$ cat src/rtl/change_dispenser_if.sv
// Request/payout bundle between the vending controller and the change dispenser.
// The master side issues requests and acknowledges coins.
interface change_dispenser_if;
  logic       start;
  logic [3:0] credit;
  logic [3:0] price;
  logic       coin_ack;
  logic [2:0] coin_out;
  logic       coin_valid;
  logic       busy;
  logic       done;
  logic       error;
  logic [3:0] remaining;

  modport master (
    output start, credit, price, coin_ack,
    input  coin_out, coin_valid, busy,
    input  done, error, remaining
  );

  modport slave (
    input  start, credit, price, coin_ack,
    output coin_out, coin_valid, busy,
    output done, error, remaining
  );
endinterface

$ cat src/rtl/change_dispenser.sv
// Greedy change dispenser: pays credit - price in quarters using
// 1.00 / 0.50 / 0.25 coins, one acknowledged coin at a time.
module change_dispenser (
  input  logic             clk,
  input  logic             rst_n,
  change_dispenser_if.slave io
);

  typedef enum logic [2:0] {
    IDLE,
    CHECK,
    SELECT,
    PRESENT,
    GAP,
    FINISH,
    REJECT
  } state_e;

  state_e     state_q, state_d;
  logic [3:0] credit_q, credit_d;
  logic [3:0] price_q, price_d;
  logic [3:0] rem_q, rem_d;
  logic [2:0] coin_q, coin_d;

  logic bad;
  logic big;
  logic mid;

  assign bad = (credit_q > 4'd8) ||
               (price_q > 4'd8) ||
               (credit_q < price_q);

  // Mutually exclusive greedy tiers so the decoder stays unique.
  assign big = |rem_q[3:2];
  assign mid = ~big & rem_q[1];

  always_ff @(posedge clk or negedge rst_n) begin
    if (!rst_n) begin
      state_q  <= IDLE;
      credit_q <= '0;
      price_q  <= '0;
      rem_q    <= '0;
      coin_q   <= '0;
    end else begin
      state_q  <= state_d;
      credit_q <= credit_d;
      price_q  <= price_d;
      rem_q    <= rem_d;
      coin_q   <= coin_d;
    end
  end

  always_comb begin
    state_d  = state_q;
    credit_d = credit_q;
    price_d  = price_q;
    rem_d    = rem_q;
    coin_d   = coin_q;
    unique case (state_q)
      IDLE: begin
        if (io.start) begin
          credit_d = io.credit;
          price_d  = io.price;
          state_d  = CHECK;
        end
      end
      CHECK: begin
        if (bad) begin
          state_d = REJECT;
        end else begin
          rem_d   = credit_q - price_q;
          state_d = SELECT;
        end
      end
      SELECT: begin
        if (rem_q == 4'd0) begin
          state_d = FINISH;
        end else begin
          state_d = PRESENT;
          unique case (1'b1)
            big:     coin_d = 3'd4;
            mid:     coin_d = 3'd2;
            default: coin_d = 3'd1;
          endcase
        end
      end
      PRESENT: begin
        if (io.coin_ack) begin
          rem_d   = rem_q - {1'b0, coin_q};
          state_d = GAP;
        end
      end
      GAP:     state_d = SELECT;
      FINISH:  state_d = IDLE;
      REJECT:  state_d = IDLE;
      default: state_d = IDLE;
    endcase
  end

  always_comb begin
    io.busy       = (state_q != IDLE);
    io.coin_valid = (state_q == PRESENT);
    io.coin_out   = (state_q == PRESENT) ? coin_q : 3'd0;
    io.done       = (state_q == FINISH);
    io.error      = (state_q == REJECT);
    io.remaining  = rem_q;
  end

endmodule

$ cat src/flat_wrapper.sv
// flat-port wrapper written by rule: the top's interface ports become plain ports
module change_dispenser_flat 
  (clk, rst_n, io_start, io_credit, io_price, io_coin_ack, io_coin_out, io_coin_valid, io_busy, io_done, io_error, io_remaining);
  change_dispenser_if io_i ();
  input  logic clk;
  input  logic rst_n;
  input wire logic [$bits(io_i.start)-1:0] io_start;
  input wire logic [$bits(io_i.credit)-1:0] io_credit;
  input wire logic [$bits(io_i.price)-1:0] io_price;
  input wire logic [$bits(io_i.coin_ack)-1:0] io_coin_ack;
  output wire logic [$bits(io_i.coin_out)-1:0] io_coin_out;
  output wire logic [$bits(io_i.coin_valid)-1:0] io_coin_valid;
  output wire logic [$bits(io_i.busy)-1:0] io_busy;
  output wire logic [$bits(io_i.done)-1:0] io_done;
  output wire logic [$bits(io_i.error)-1:0] io_error;
  output wire logic [$bits(io_i.remaining)-1:0] io_remaining;
  assign io_i.start = io_start;
  assign io_i.credit = io_credit;
  assign io_i.price = io_price;
  assign io_i.coin_ack = io_coin_ack;
  assign io_coin_out = io_i.coin_out;
  assign io_coin_valid = io_i.coin_valid;
  assign io_busy = io_i.busy;
  assign io_done = io_i.done;
  assign io_error = io_i.error;
  assign io_remaining = io_i.remaining;
  change_dispenser u_core (.clk(clk), .rst_n(rst_n), .io(io_i));
endmodule
$ cat config.mk
export PLATFORM = sky130hd
export DESIGN_NAME = change_dispenser_flat
export DESIGN_NICKNAME = d
export VERILOG_FILES = /design/src/rtl/change_dispenser_if.sv /design/src/rtl/change_dispenser.sv /design/src/flat_wrapper.sv
export SDC_FILE = /design/constraint.sdc
export NUM_CORES = 1
export LEC_CHECK = 0
export CORE_ASPECT_RATIO = 0.9
export CORE_MARGIN = 4
export CORE_UTILIZATION = 53
export CTS_BUF_LIST = sky130_fd_sc_hd__clkbuf_8
export CTS_CLUSTER_SIZE = 10
export DETAILED_ROUTE_END_ITERATION = 10
export PLACE_DENSITY = 0.85
export SETUP_SLACK_MARGIN = 0.1
export SLEW_MARGIN = 40
export SYNTH_ARGS = -nofsm -noshare
export SYNTH_HDL_FRONTEND = slang
export SYNTH_SLANG_ARGS = --single-unit
$ cat constraint.sdc
create_clock -name clk -period 3 [get_ports clk]
set_input_delay 0.45 -clock clk [delete_from_list [all_inputs] [get_ports clk]]
set_output_delay 0.45 -clock clk [all_outputs]
set_load 0.03 [all_outputs]
==> impl_metrics.ini <==
[outcome]
outcome = finished, final reports clean

[die]
num_rows = 15
start_util_pct = 58.6
top_level_ports = 23
die_h_um = 52.7
dieArea_um2 = 3040
core_um2 = 2010
die_w_um = 57.7

[placement]
hpwl_mm = 1.93
pre_cts_ws_ps = 686
io_buffers = 22
place.gp.congestion = 0.849

[worst_setup_path]
start_kind = register
r2r_start = u_core.price_q[0]
end_kind = output pin
r2r_cells = 6
worstPathMaxFanout = 12
cp.required_ps = 2550
r2r_setup_slack_ps = 770
reg2reg_to = u_core.io.remaining[2]
arrival_ps = 2170
worstSetupPathType = reg -> out

[clock_network]
htreeDepth = 1
cts_buffers = 3
insertion_delay_ps = 250
cts_hold_buffers = 0
ctsResizeCount = 0
cts_sinks = 18
cts-root-buf = clkbuf_8
clockBufferDepth = 2
post_cts_buffers = 0
clk_transition_reported_paths_ps = 70
cts_tree = done

[logic_synthesis]
synth_xor_area_share_pct = 1.49
syn_inst = 123
yosys_most_used_dff = dfrtp_1
synth_top_area_share_pct = 38.3
synth_edf_count = 0
ys_seq_area_share_pct = 38.3
synth.largest_area_cell = dfrtp_1
syn-num-nets = 144
yosys_warnings = 0
synth_top_family_by_area = simple AND/OR/NAND/NOR gates
synth_compound_area_share_pct = 14.3
synth-simple-area-share_pct = 23.6
yosys.area_share.adder_pct = 10.8
synth_area_leaders = dfrtp_1 (38%), ha_1 (7.4%), nor2_1 (5.4%), inv_1 (3.5%), nand2_1 (3.5%)
synthArstFlopShare_pct = 100
syn_area_um2 = 1180
synth_area_per_cell_um2 = 9.57
ys_types = 40
muxShareOfSynthArea_pct = 5.84
synth-seq-cells = 18

[routing]
vias_per_cell = 5.45
top_layer_used = met4
antenna_left = 0
wire_per_inst_um = 14.6
drt_wl_total_mm = 2.48
drc_errors = 0
via_count = 927
wl_met3_um = 137
met1_length_mm = 1.15
wl_met2_mm = 1.18
drt_first_pass_iters = 4
first_iter_violations = 11

[cells_and_area]
nFillCells = 143
areaGrowthSynthToFinish_pct = 23.5
final_util_pct = 72.4
nets = 167
antenna_cells = 0
drive_gt1_share_pct = 10.3
multi_input_area_um2 = 661
ff_latch_area_um2 = 450

[global_route]
grt_pass1_wl_mm = 4.26
grt.overflow.total = 0
grt_antenna_before_repair = 0
grt_max_degree = 19
grt_pass1_vias = 966
grt_use_total_pct = 18.8

[timing]
max_slew_margin_pct = 70.0
setup_slack_ps = 376
fmaxAchievable_ghz = 0.381
worst_slew_pin_slew_ps = 446
hold_viol_final = 0
fin_worst_skew_ps = 2.58
fin_crit_sh_pct = 87.5
finalSetupViolCount = 0
post-route-min-period_ps = 2620
drv_slew = 0
rsz0062_at_grt = no
fin_setup_tns_ps = 0

[power_and_ir_drop]
total_power_uw = 1820
intPower_uw = 997
p_comb_share_pct = 60.8
switching_share_pct = 45.3
seq_power_share_pct = 28.3
p_per_area_nw_per_um2 = 1250
vdd_drop_max_mv = 0.888
cellLeakagePower_uw = 0.000634
p_switching_uw = 826
pwr-share-clk_pct = 11.0

[min_path]
min_path_type = in -> async

[run]
maxCapViolations = 0
## state kept, by name, indices dropped and copies added, names as in the netlist
name and cells:
u_core.coin_q 3, u_core.credit_q 4, u_core.io.remaining 4, u_core.price_q 4
u_core.state_q 3
## area by class of cell
cell class	count	area share, %
Timing Repair Buffer	22	14.8
Multi-Input combinational cell	90	45.4
Inverter	11	2.84
Sequential cell	18	31.0
Tap cell	25	2.15
Clock buffer	4	3.79
## stage by stage
step	hold slack (ps)	cell area [um2]	instances
finish	116	1450	170
global route	136	1450	170
CTS	540	1460	170
detailed placement	524	1400	166
global placement	509	1400	166
floorplan	154	1180	123
## synthesized netlist by cell type, types with 2 or more instances
cell type / count
buf_4: 2
mux2_2: 3
ha_1: 7
nand3b_1: 3
inv_1: 11
a21oi_1: 6
nand3_1: 2
nand2_1: 11
or3_4: 2
nand2b_1: 4
nor2_1: 17
dfrtp_1: 18
o21ai_0: 6
o22ai_1: 2
buf_2: 2
mux2i_1: 2
fa_1: 2
## routing by layer
layer  GRT usage, %  vias to the layer above
met5              0                        -
met4           6.56                        0
met3           5.91                        2
met2           31.2                       25
met1           23.0                      437
li1               -                      463
## cell usage in the layout, fill, tap and decap left out, types with 3 or more instances in the layout
cell type,n
nand3b_1,3
o21ai_0,6
mux2_2,3
ha_1,7
dfrtp_1,18
clkbuf_8,4
nand2b_1,4
nor2_1,17
nand2_1,11
inv_1,11
a21oi_1,6
clkdlybuf4s50_1,21
## worst max path at each step
stage | cells past startpoint | slack, ps | to | from
2_1_floorplan | 6 | 890 | u_core.io.remaining[2] | u_core.price_q[0]
3_3_place_gp | 4 | 730 | io_coin_out[0] | u_core.state_q[1]
3_5_place_dp | 4 | 690 | io_coin_out[0] | u_core.state_q[1]
4_1_cts | 4 | 380 | io_coin_out[0] | u_core.state_q[1]
5_1_grt | 4 | 270 | io_coin_out[0] | u_core.state_q[1]
6_report | 4 | 380 | io_coin_out[0] | u_core.state_q[1]
## cells by family (layout without fill, tap and decap cells)
group / Yosys count / after routing
fa+ha+maj: 9 / 9
mux: 6 / 6
compound gates: 22 / 22
simple gates: 51 / 51
flops: 18 / 18
xor+xnor: 2 / 2
buf+inv: 15 / 37
## power groups by stage
stage / combinational, uW / clock, uW / sequential, uW
global placement: 1070 / 0 / 509
CTS: 1110 / 202 / 514
floorplan: 835 / 0 / 501
finish: 1110 / 200 / 515
global route: 1220 / 217 / 544
detailed placement: 1100 / 0 / 517
## worst max-delay path, stage by stage, from the launching register on
cell and delay [ps]:
dfrtp_1 550, nand3b_1 300, inv_1 240, and2_1 150, clkdlybuf4s50_1 670
No activity file was read; power rests on OpenSTA's default activity.
